--- config.mk ---
export PLATFORM = sky130hd
export DESIGN_NAME = chi_rx_chan_recv
export DESIGN_NICKNAME = d
export VERILOG_FILES = /design/src/rtl/chi_link_pkg.sv /design/src/rtl/chi_rx_fifo.sv /design/src/rtl/chi_rx_chan_recv.sv
export SDC_FILE = /design/constraint.sdc
export NUM_CORES = 2
export LEC_CHECK = 0
export CORE_AREA = 2 2 555 557
export DETAILED_ROUTE_END_ITERATION = 12
export DIE_AREA = 0 0 557 559
export GPL_ROUTABILITY_DRIVEN = 0
export HOLD_SLACK_MARGIN = 0.12
export PLACE_DENSITY = 0.41
export SYNTH_ARGS = -nofsm -noshare
export SYNTH_HDL_FRONTEND = slang
export SYNTH_SLANG_ARGS = --single-unit
--- constraint.sdc ---
create_clock -name clk -period 20.4 [get_ports clk]
set_clock_uncertainty 0.2 [all_clocks]
set_input_delay 6.12 -clock clk [delete_from_list [all_inputs] [get_ports clk]]
set_output_delay 6.12 -clock clk [all_outputs]
set_load 0.02 [all_outputs]
--- src/rtl/chi_link_pkg.sv ---
// Shared definitions for the CHI link-layer receive endpoint:
// link states, LCrdReturn opcode, credit limit and byte parity helper.
package chi_link_pkg;

    typedef enum logic [1:0] {
        STOP  = 2'd0,
        ACT   = 2'd1,
        RUN   = 2'd2,
        DEACT = 2'd3
    } link_state_e;

    localparam int unsigned LCRD_RETURN_OPC = 0;
    localparam int unsigned CHI_MAX_CRD     = 15;

    // Odd parity: the check bit makes the total count of ones odd.
    function automatic logic byte_par(input logic [7:0] b);
        return ~^b;
    endfunction

endpackage

--- src/rtl/chi_rx_fifo.sv ---
// Synchronous FIFO holding received flits (payload plus parity-error bit).
// Depth need not be a power of two; pointers wrap explicitly.
module chi_rx_fifo
    import chi_link_pkg::*;
#(
    parameter int DEPTH = 15,
    parameter int W     = 129,
    localparam int CW   = $clog2(DEPTH + 1)
) (
    input  logic          clk,
    input  logic          rst_n,
    input  logic          push,
    input  logic [W-1:0]  push_data,
    input  logic          pop,
    output logic [W-1:0]  head,
    output logic [CW-1:0] count,
    output logic          full,
    output logic          empty
);

    localparam int PW = (DEPTH > 1) ? $clog2(DEPTH) : 1;

    logic [W-1:0]  mem [DEPTH];
    logic [PW-1:0] wr_ptr;
    logic [PW-1:0] rd_ptr;
    logic [CW-1:0] count_q;
    logic          do_push;
    logic          do_pop;

    assign full    = (count_q == CW'(DEPTH));
    assign empty   = (count_q == '0);
    assign do_push = push && !full;
    assign do_pop  = pop && !empty;
    assign head    = mem[rd_ptr];
    assign count   = count_q;

    // Storage array; contents are don't-care while the slot is empty.
    always_ff @(posedge clk) begin
        if (do_push) begin
            mem[wr_ptr] <= push_data;
        end
    end

    // Read/write pointers and occupancy.
    always_ff @(posedge clk or negedge rst_n) begin
        if (!rst_n) begin
            wr_ptr  <= '0;
            rd_ptr  <= '0;
            count_q <= '0;
        end else begin
            if (do_push) begin
                wr_ptr <= (wr_ptr == PW'(DEPTH - 1)) ? '0 : wr_ptr + 1'b1;
            end
            if (do_pop) begin
                rd_ptr <= (rd_ptr == PW'(DEPTH - 1)) ? '0 : rd_ptr + 1'b1;
            end
            count_q <= count_q + CW'(do_push) - CW'(do_pop);
        end
    end

endmodule

--- src/rtl/chi_rx_chan_recv.sv ---
// CHI RX channel endpoint: receiver link-active handshake, L-credit issue,
// flit and control parity checking, and a credit-sized flit buffer.
module chi_rx_chan_recv
    import chi_link_pkg::*;
#(
    parameter int WFLIT   = 128,
    parameter int NB      = (WFLIT / 8) + ((WFLIT % 8 != 0) ? 1 : 0),
    parameter int NCRD    = CHI_MAX_CRD,
    parameter int OPC_LSB = 0,
    parameter int OPC_W   = 4
) (
    input  logic             clk,
    input  logic             rst_n,
    input  logic             link_active_req,
    input  logic             link_active_req_chk,
    output logic             link_active_ack,
    output logic             link_active_ack_chk,
    input  logic             flit_pend,
    input  logic             flit_pend_chk,
    input  logic             flitv,
    input  logic             flitv_chk,
    input  logic [WFLIT-1:0] flit,
    input  logic [NB-1:0]    flit_chk,
    output logic             lcrdv,
    output logic             lcrdv_chk,
    output logic             out_valid,
    output logic [WFLIT-1:0] out_flit,
    output logic             out_perr,
    input  logic             out_ready,
    output logic             par_err,
    output logic             proto_err,
    input  logic             err_clr,
    output logic [3:0]       crd_out
);

    localparam int CW = $clog2(NCRD + 1);

    localparam logic [1:0] ST_STOP  = STOP;
    localparam logic [1:0] ST_ACT   = ACT;
    localparam logic [1:0] ST_RUN   = RUN;
    localparam logic [1:0] ST_DEACT = DEACT;

    logic [1:0]      state;
    logic [1:0]      state_nxt;
    logic            ack_q;
    logic            ack_nxt;
    logic            ack_chk_q;
    logic            lcrdv_q;
    logic            lcrdv_chk_q;
    logic [3:0]      crd_q;
    logic            par_q;
    logic            proto_q;

    logic [NB*8-1:0] flit_ext;
    logic [NB-1:0]   exp_chk;
    logic            byte_err;
    logic            ctrl_err;
    logic            is_lcrd_ret;
    logic            link_open;
    logic            accept;
    logic            drop;
    logic            push;
    logic            pop;
    logic            issue;
    logic [4:0]      occ;

    logic [WFLIT:0]  head;
    logic [CW-1:0]   count;
    logic            fifo_full;
    logic            fifo_empty;

    // Zero-extend the flit to whole bytes and derive expected check bits.
    always_comb begin
        flit_ext = '0;
        flit_ext[WFLIT-1:0] = flit;
        for (int unsigned i = 0; i < NB; i++) begin
            exp_chk[i] = byte_par(flit_ext[i*8 +: 8]);
        end
    end

    assign byte_err    = flitv && (flit_chk != exp_chk);
    assign ctrl_err    = (flitv_chk == flitv) || (flit_pend_chk == flit_pend) ||
                         (link_active_req_chk == link_active_req);
    assign is_lcrd_ret = (flit[OPC_LSB +: OPC_W] == OPC_W'(LCRD_RETURN_OPC));
    assign link_open   = (state == ST_RUN) || (state == ST_DEACT);
    assign accept      = flitv && link_open && (crd_q != '0);
    assign drop        = flitv && !accept;
    assign push        = accept && !((state == ST_DEACT) && is_lcrd_ret) && !fifo_full;
    assign pop         = !fifo_empty && out_ready;

    // Credits outstanding plus buffered flits, after this cycle's pop.
    assign occ   = 5'(crd_q) + 5'(count) - {4'b0, pop};
    assign issue = (state == ST_RUN) && (occ < 5'(NCRD));

    // Link-active handshake next state; ack changes with the state it encodes.
    always_comb begin
        state_nxt = state;
        ack_nxt   = ack_q;
        case (state)
            ST_STOP: begin
                if (link_active_req) begin
                    state_nxt = ST_ACT;
                end
            end
            ST_ACT: begin
                state_nxt = ST_RUN;
                ack_nxt   = 1'b1;
            end
            ST_RUN: begin
                if (!link_active_req) begin
                    state_nxt = ST_DEACT;
                end
            end
            ST_DEACT: begin
                if ((crd_q == '0) && !flitv) begin
                    state_nxt = ST_STOP;
                    ack_nxt   = 1'b0;
                end
            end
            default: begin
                state_nxt = ST_STOP;
                ack_nxt   = 1'b0;
            end
        endcase
    end

    // Handshake state and registered ack with its check bit.
    always_ff @(posedge clk or negedge rst_n) begin
        if (!rst_n) begin
            state     <= ST_STOP;
            ack_q     <= 1'b0;
            ack_chk_q <= 1'b1;
        end else begin
            state     <= state_nxt;
            ack_q     <= ack_nxt;
            ack_chk_q <= ~ack_nxt;
        end
    end

    // Credit pulse, outstanding-credit count and sticky error flags.
    always_ff @(posedge clk or negedge rst_n) begin
        if (!rst_n) begin
            lcrdv_q     <= 1'b0;
            lcrdv_chk_q <= 1'b1;
            crd_q       <= '0;
            par_q       <= 1'b0;
            proto_q     <= 1'b0;
        end else begin
            lcrdv_q     <= issue;
            lcrdv_chk_q <= ~issue;
            crd_q       <= crd_q + {3'b0, issue} - {3'b0, accept};
            par_q       <= ctrl_err || byte_err || (par_q && !err_clr);
            proto_q     <= drop || (proto_q && !err_clr);
        end
    end

    chi_rx_fifo #(
        .DEPTH (NCRD),
        .W     (WFLIT + 1)
    ) u_fifo (
        .clk       (clk),
        .rst_n     (rst_n),
        .push      (push),
        .push_data ({byte_err, flit}),
        .pop       (pop),
        .head      (head),
        .count     (count),
        .full      (fifo_full),
        .empty     (fifo_empty)
    );

    assign link_active_ack     = ack_q;
    assign link_active_ack_chk = ack_chk_q;
    assign lcrdv               = lcrdv_q;
    assign lcrdv_chk           = lcrdv_chk_q;
    assign crd_out             = crd_q;
    assign par_err             = par_q;
    assign proto_err           = proto_q;
    assign out_valid           = !fifo_empty;
    assign out_flit            = head[WFLIT-1:0];
    assign out_perr            = head[WFLIT];

endmodule

Word level (Yosys, flattened, before mapping)

Memories as Yosys holds them, arrays and structs flattened.
Index checks and enable logic that the tools add are counted.

Flip-flop bits (word level): 24
Output and inout port bits: 140
RAM bits: 1935
Word-level logic and storage cells: 94
Memories kept: 1
Input bits: 154

Add/subtract/negate cells: 8
Magnitude comparators: 1
Mux-type cells: 10
Reductions and logical operators: 48
Equal/unequal tests: 13
Bitwise gates (word level): 2

Memories:

| name       | depth | width | read ports | clocked after memory_dff | write ports | line              | RTL |
|---|---|---|---|---|---|---|---|
| u_fifo.mem | 15    | 129   | 1          | 0                        | 1           | chi_rx_fifo.sv:23 | `logic [W-1:0] mem [DEPTH];` |

Operator list:

| kind                                                                   | number |
|---|---|
| 8-bit XNOR reduction                                                   | 16 |
| 16-bit != test                                                         | 1 |
| 1-bit logical AND                                                      | 14 |
| 4-bit equality test (second input constant)                            | 3 |
| 4-bit zero test                                                        | 3 |
| 4-bit by 1-bit adder with 4-bit output                                 | 2 |
| 4-bit by 1-bit adder with 4-bit output (second input constant)         | 2 |
| 4-bit two-way mux                                                      | 2 |
| 2-bit one-hot mux with 4 select lines                                  | 1 |
| 4-bit by 1-bit subtractor with 4-bit output                            | 2 |
| 1-bit zero test                                                        | 6 |
| 1-bit logical OR                                                       | 6 |
| 2-bit two-way mux                                                      | 3 |
| 4-bit by 4-bit adder with 5-bit output                                 | 1 |
| 5-bit by 4-bit < comparator with 1-bit output (second input constant)  | 1 |
| 5-bit by 1-bit subtractor with 5-bit output                            | 1 |
| 2-bit equality test (second input constant)                            | 2 |
| 2-bit != test (second input constant)                                  | 2 |
| 4-bit nonzero test                                                     | 1 |
| 1-bit equality test                                                    | 3 |
| 1-bit two-way mux                                                      | 3 |
| 3-bit AND reduction                                                    | 1 |
| 2-bit by 1-bit equality test with 1-bit output (second input constant) | 1 |
| 2-bit zero test                                                        | 1 |
| other kinds (3)                                                        | 4 |

Longest topological paths before layout

Word-level depth: 9
Mapped depth: 20
Depth with buffers taken out: 19

Modules after synthesis

A second synthesis with hierarchy kept.

Cells, all modules: 4177
Area, all modules: 77434.3 um^2

Modules (own cells, without submodules):

| module           | times used | cells each | seq. area each (um^2) | area each (um^2) |
|---|---|---|---|---|
| chi_rx_fifo      | 1          | 3959       | 58406.0               | 75272.2 |
| chi_rx_chan_recv | 1          | 218        | 302.8                 | 2162.1 |

Least setup slack after synthesis

OpenSTA, ideal clock, no wires.

Path kind: input -> register
Start point: in flit[0]
End point: mem u_fifo.mem[2][0] (enable)
Arrival: 19116 ps
Path buffers: 0
Path slack: 150 ps
Required time: 19267 ps
Library setup time: 933 ps
Cell stages on the path: 5
Cell sequence: inv_1 ha_1 a311oi_2 nand2_1 nor4_1

Longest elaborated chain between the ends: 8

RTL lines:

| element                                 | line                   | RTL |
|---|---|---|
| start: declaration                      | chi_rx_chan_recv.sv:22 | `input logic [WFLIT-1:0] flit,` |
| 4-bit zero test                         | chi_rx_chan_recv.sv:84 | `assign is_lcrd_ret = (flit[OPC_LSB +: OPC_W] == OPC_W'(LCRD_RETURN_OPC));` |
| 1-bit logical AND                       | chi_rx_chan_recv.sv:88 | `assign push = accept && !((state == ST_DEACT) && is_lcrd_ret) && !fifo_full;` |
| 1-bit zero test                         | chi_rx_chan_recv.sv:88 |  |
| 1-bit logical AND (2 in series)         | chi_rx_chan_recv.sv:88 |  |
| 1-bit logical AND                       | chi_rx_fifo.sv:32      | `assign do_push = push && !full;` |
| net u_fifo.do_push                      | chi_rx_fifo.sv:27      | `logic do_push;` |
| 1-bit two-way mux                       | chi_rx_fifo.sv:39      | `if (do_push) begin` |
| 1-bit two-way mux (not written as such) | chi_rx_fifo.sv:40      | `mem[wr_ptr] <= push_data;` |
| end: declaration                        | chi_rx_fifo.sv:23      |  |

The timed path passes the listed nets, and every way through them passes these cells.

Final worst setup path

Start point: reg u_fifo.rd_ptr[0]
End point: out out_flit[33]

Longest elaborated chain between the ends: 1

RTL lines:

| element                  | line                   | RTL |
|---|---|---|
| start: declaration       | chi_rx_fifo.sv:25      | `logic [PW-1:0] rd_ptr;` |
| start signal: assignment | chi_rx_fifo.sv:55      | `rd_ptr <= (rd_ptr == PW'(DEPTH - 1)) ? '0 : rd_ptr + 1'b1;` |
| memory 15 x 129 bit      | n/a                    |  |
| end: declaration         | chi_rx_chan_recv.sv:27 | `output logic [WFLIT-1:0] out_flit,` |

Every way passes these cells.

==> impl_results.md <==
- Share of power burned in the clock network: a little under a third
- Number of antenna violations at the first check in global routing: 38
- Synth-to-Final Area Change: 19.7%
- Netlist area before placement: about 76,000 sq um
- Power per cell area: 137 nW/um^2
- Total of endpoints with negative setup slack in the final report: 0
- Cell Int Power: 8.65 mW
- Async set-reset flop share out of synthesis: 1.23%
- Average detailed-routed wire length per instance: ~26 um
- Outcome: completed
- Layout Cell Area excl Fill: 90,900 sq um
- Detailed-placement wirelength estimate: about 110,000 um
- Headroom to the max-slew limit: around 27%
- Maximum capacitance violations: 0
- Count of endpoints failing hold in the final timing report: 0
- Depth of the CTS H-tree: 4
- Clk sink count: 1,959
- Post-cts gate resize count: 0
- First drt pass iteration count: 5
- Post-route minimum period: 12.28 ns
- Routed vias: 35,000
- Starting density of the core: about a quarter
- Worst-case vdd ir drop: approximately 130 uV
- Number of synthesized register bits: 1,959
- Number of enable flip-flop cells after synthesis: 1,935
- Via/cell ratio: 4.37
- Part of the power in registers: 38.3%
- X dimension of the die: approximately 560 um
- Primary flip-flop cell chosen by synthesis mapping: sky130_fd_sc_hd__edfxtp_1
- Top-level I/O count: 294
- Antenna Violating Nets Remaining: 0
- WS Path Type: reg -> out
- CTS clock-pin slew for the worst setup and hold paths: 0.06 ns
- Cells along the critical path: buf_4, buf_12, buf_12, mux4_2, mux4_2, clkdlybuf4s50_1
- Initial drt markers: 2,842
- Number of standard-cell rows in the floorplan: 203
- Instance area after placement: 83,900 sq um
- Kind of start point of the critical path: flip-flop
- CP max FO: 100
- Number of warning messages in the yosys log: 0
- Static Leak: ~28 nW
- Number of buffers added by the clock tree synthesis step: roughly 220
- Clock insertion delay at the later pin of the skew report: 0.88 ns
- Hold_buf cts: 0
- Die outline height: 559 um
- Post-route DRC: 0
- Combinational fraction of design power: 30.9%
- Slew at the pin closest to its max-slew limit: 1.09 ns
- Max-slew violation total from the final report: 0
- Type of the tightest min-delay check: reg -> reg
- Net switching power of the design: 3.83 mW
- Nets: 3,910
- Data arrival, critical path: 5.96 ns
- GRT Total Usage: 13.1%
- Largest net degree at the start of global routing: 150
- Synthesized netlist net count: 3,476
- RSZ-0062 raised after global routing: false
- Port-buffer cells: about 290
- Share of the core filled with cells in the final layout: 29.8%
- Area enclosed by the die boundary: 311,000 sq um
- Post-synthesis area per instance: 23.1 sq um
- Longest individual stage delay on the worst path: 0.91 ns
- Slowest cell on crit path: sky130_fd_sc_hd__dfrtp_4
- Fraction of layout cells with a size suffix above 1: 23.7%
- Maximum count of clock buffers along a single path: 4
- Number of fill cells in the layout: 29,500
- Synth cell types: 39
- Wire length of the first global-routing pass: 292,000 um
- Count of buffers added by post-CTS timing repair for setup: 0
- Clock tree from TritonCTS: yes
- Accumulated negative setup slack: 0 ns
- Sw frac: 30.7%
- Part of the Yosys area used for sequential elements: 77.3%
- Clock root buffer: sky130_fd_sc_hd__clkbuf_16
- Vias in the first global route: around 37,000
- Type of destination of the critical path: primary output
- Required time of the critical path: 14.08 ns
- Syn Inst Count: between 3,000 and 4,000
- Max frequency: about 81 MHz
- Period Utilization, post-route: 60.2%
- Overflow left after global routing: 0
- Total length of routed wires: 208,000 um
- Core ar.: slightly above 300,000 sq um
## kinds of logic (layout without fill, tap and decap cells)
| group | after synthesis | in the layout | share of synthesized area, % |
|---|---|---|---|
| DFF | 1959 | 1959 | 77.3 |
| muxes | 647 | 647 | 17.0 |
| buffers and inverters | 196 | 811 | 1.42 |
| and+or+nand+nor | 183 | 183 | 0.989 |
| AOI/OAI and AO/OA | 163 | 163 | 1.12 |
| xor gates and xnor gates | 118 | 118 | 1.63 |
| adders and majority gates | 28 | 28 | 0.491 |
| other | 0 | 8 | 0 |
## per-stage QoR
| stage | total power, mW | hold slack [ns] | worst slack [ns] | std cells |
|---|---|---|---|---|
| final | 12.5 | 0.353 | 8.12 | 8017 |
| after global routing | 13.1 | 0.367 | 7.63 | 8012 |
| after CTS | 12.8 | 0.339 | 7.86 | 8009 |
| after detailed placement | 8.86 | 0.320 | 8.86 | 7605 |
| after global placement | 8.87 | 0.290 | 8.87 | 7605 |
| after floorplan | 7.34 | 0.313 | 0.150 | 3294 |
## state kept, by name, indices dropped and copies added (netlist names)
register / count
u_fifo.rd_ptr: 4
par_err: 1
proto_err: 1
u_fifo.count: 4
state: 2
link_active_ack_chk: 1
crd_out: 4
u_fifo.mem: 1935
link_active_ack: 1
lcrdv_chk: 1
lcrdv: 1
u_fifo.wr_ptr: 4
## worst max-delay path, delay by kind of cell, from the launching register on
| kind | cells | cell delay [ns] |
|---|---|---|
| buffers and inverters | 4 | 2.73 |
| DFF | 1 | 0.91 |
| muxes | 2 | 1.06 |
## layout make-up
type	instances	area [sq um]	share of cell area, %
antenna	8	20.0	0.0220
clock buffer	271	5760	6.34
tap	4100	5130	5.64
multi-input combinational	1139	16300	17.9
sequential	1959	58700	64.6
timing repair buffer	375	3690	4.06
clock inverter	133	1180	1.30
inverter	32	120	0.132
## final timing paths
path | start | to | slack, ns | cells after the start
max | u_fifo.rd_ptr[0] | out_flit[33] | 8.12 | 6
max in group asynchronous | rst_n | link_active_ack_chk | 14.27 | 2
min | proto_err | proto_err | 0.35 | 2
min in group asynchronous | rst_n | state[1] | 5.42 | 2
min reg2reg | proto_err | proto_err | 0.35 | 2
max reg2reg | crd_out[2] | u_fifo.mem[1][107] | 15.49 | 10
## power groups by stage
stage               sequential (mW)  clock (mW)  combinational, mW
floorplan                      4.81           0               2.53
global placement               4.87           0               4.00
detailed placement             4.87           0               3.99
CTS                            4.79        3.98               4.00
global route                   4.80        4.13               4.14
finish                         4.78        3.85               3.86
## layer usage
layer / wire [um] / global-route usage (%) / share of wire [%] / up-vias
met5: 150 / 0 / 0.072 / -
met4: 3860 / 2.75 / 1.9 / 26
met3: 10300 / 2.70 / 5.0 / 306
met2: 96700 / 20.5 / 47 / 754
met1: 96600 / 18.8 / 47 / 19200
li1: - / - / - / 14700
## synthesized netlist by cell type (6+ instances only)
cell type,n,share of area [%]
sky130_fd_sc_hd__a21oi_1,8,0.053
sky130_fd_sc_hd__buf_1,31,0.15
sky130_fd_sc_hd__buf_2,23,0.15
sky130_fd_sc_hd__buf_4,6,0.059
sky130_fd_sc_hd__buf_6,39,0.58
sky130_fd_sc_hd__clkbuf_1,65,0.32
sky130_fd_sc_hd__dfrtp_1,22,0.72
sky130_fd_sc_hd__edfxtp_1,1935,77
sky130_fd_sc_hd__ha_1,25,0.41
sky130_fd_sc_hd__inv_1,32,0.16
sky130_fd_sc_hd__mux2i_1,130,1.7
sky130_fd_sc_hd__mux4_2,516,15
sky130_fd_sc_hd__nand2_1,144,0.71
sky130_fd_sc_hd__nor2_1,12,0.059
sky130_fd_sc_hd__o21ai_0,20,0.13
sky130_fd_sc_hd__o21ai_1,125,0.82
sky130_fd_sc_hd__xnor2_1,73,0.84
sky130_fd_sc_hd__xnor3_1,15,0.44
sky130_fd_sc_hd__xor2_1,30,0.35
## placed cells by master (no fill, tap or decap), drive strengths merged
cell type | Yosys | routed
edfxtp | 1935 | 1935
mux4 | 516 | 516
clkdlybuf4s50 | 0 | 293
clkbuf | 65 | 271
o21ai | 145 | 145
nand2 | 144 | 144
mux2i | 130 | 130
clkinv | 0 | 104
buf | 99 | 82
xnor2 | 73 | 73
inv | 32 | 39
xor2 | 30 | 30
ha | 25 | 25
dfrtp | 22 | 22
bufinv | 0 | 17
xnor3 | 15 | 15
nor2 | 12 | 12
diode | 0 | 8
a21oi | 8 | 8
nor3 | 6 | 6
nand3 | 5 | 5
a21o | 5 | 5
clkinvlp | 0 | 5
nor4 | 5 | 5
and2 | 3 | 3
fa | 3 | 3
o211ai | 2 | 2
nand2b | 2 | 2
dfstp | 2 | 2
a41o | 1 | 1
and3 | 1 | 1
a311oi | 1 | 1
nand3b | 1 | 1
or3b | 1 | 1
nand4 | 1 | 1
nor2b | 1 | 1
nor3b | 1 | 1
o221ai | 1 | 1
mux2 | 1 | 1
No activity file was read; power rests on OpenSTA's default activity.
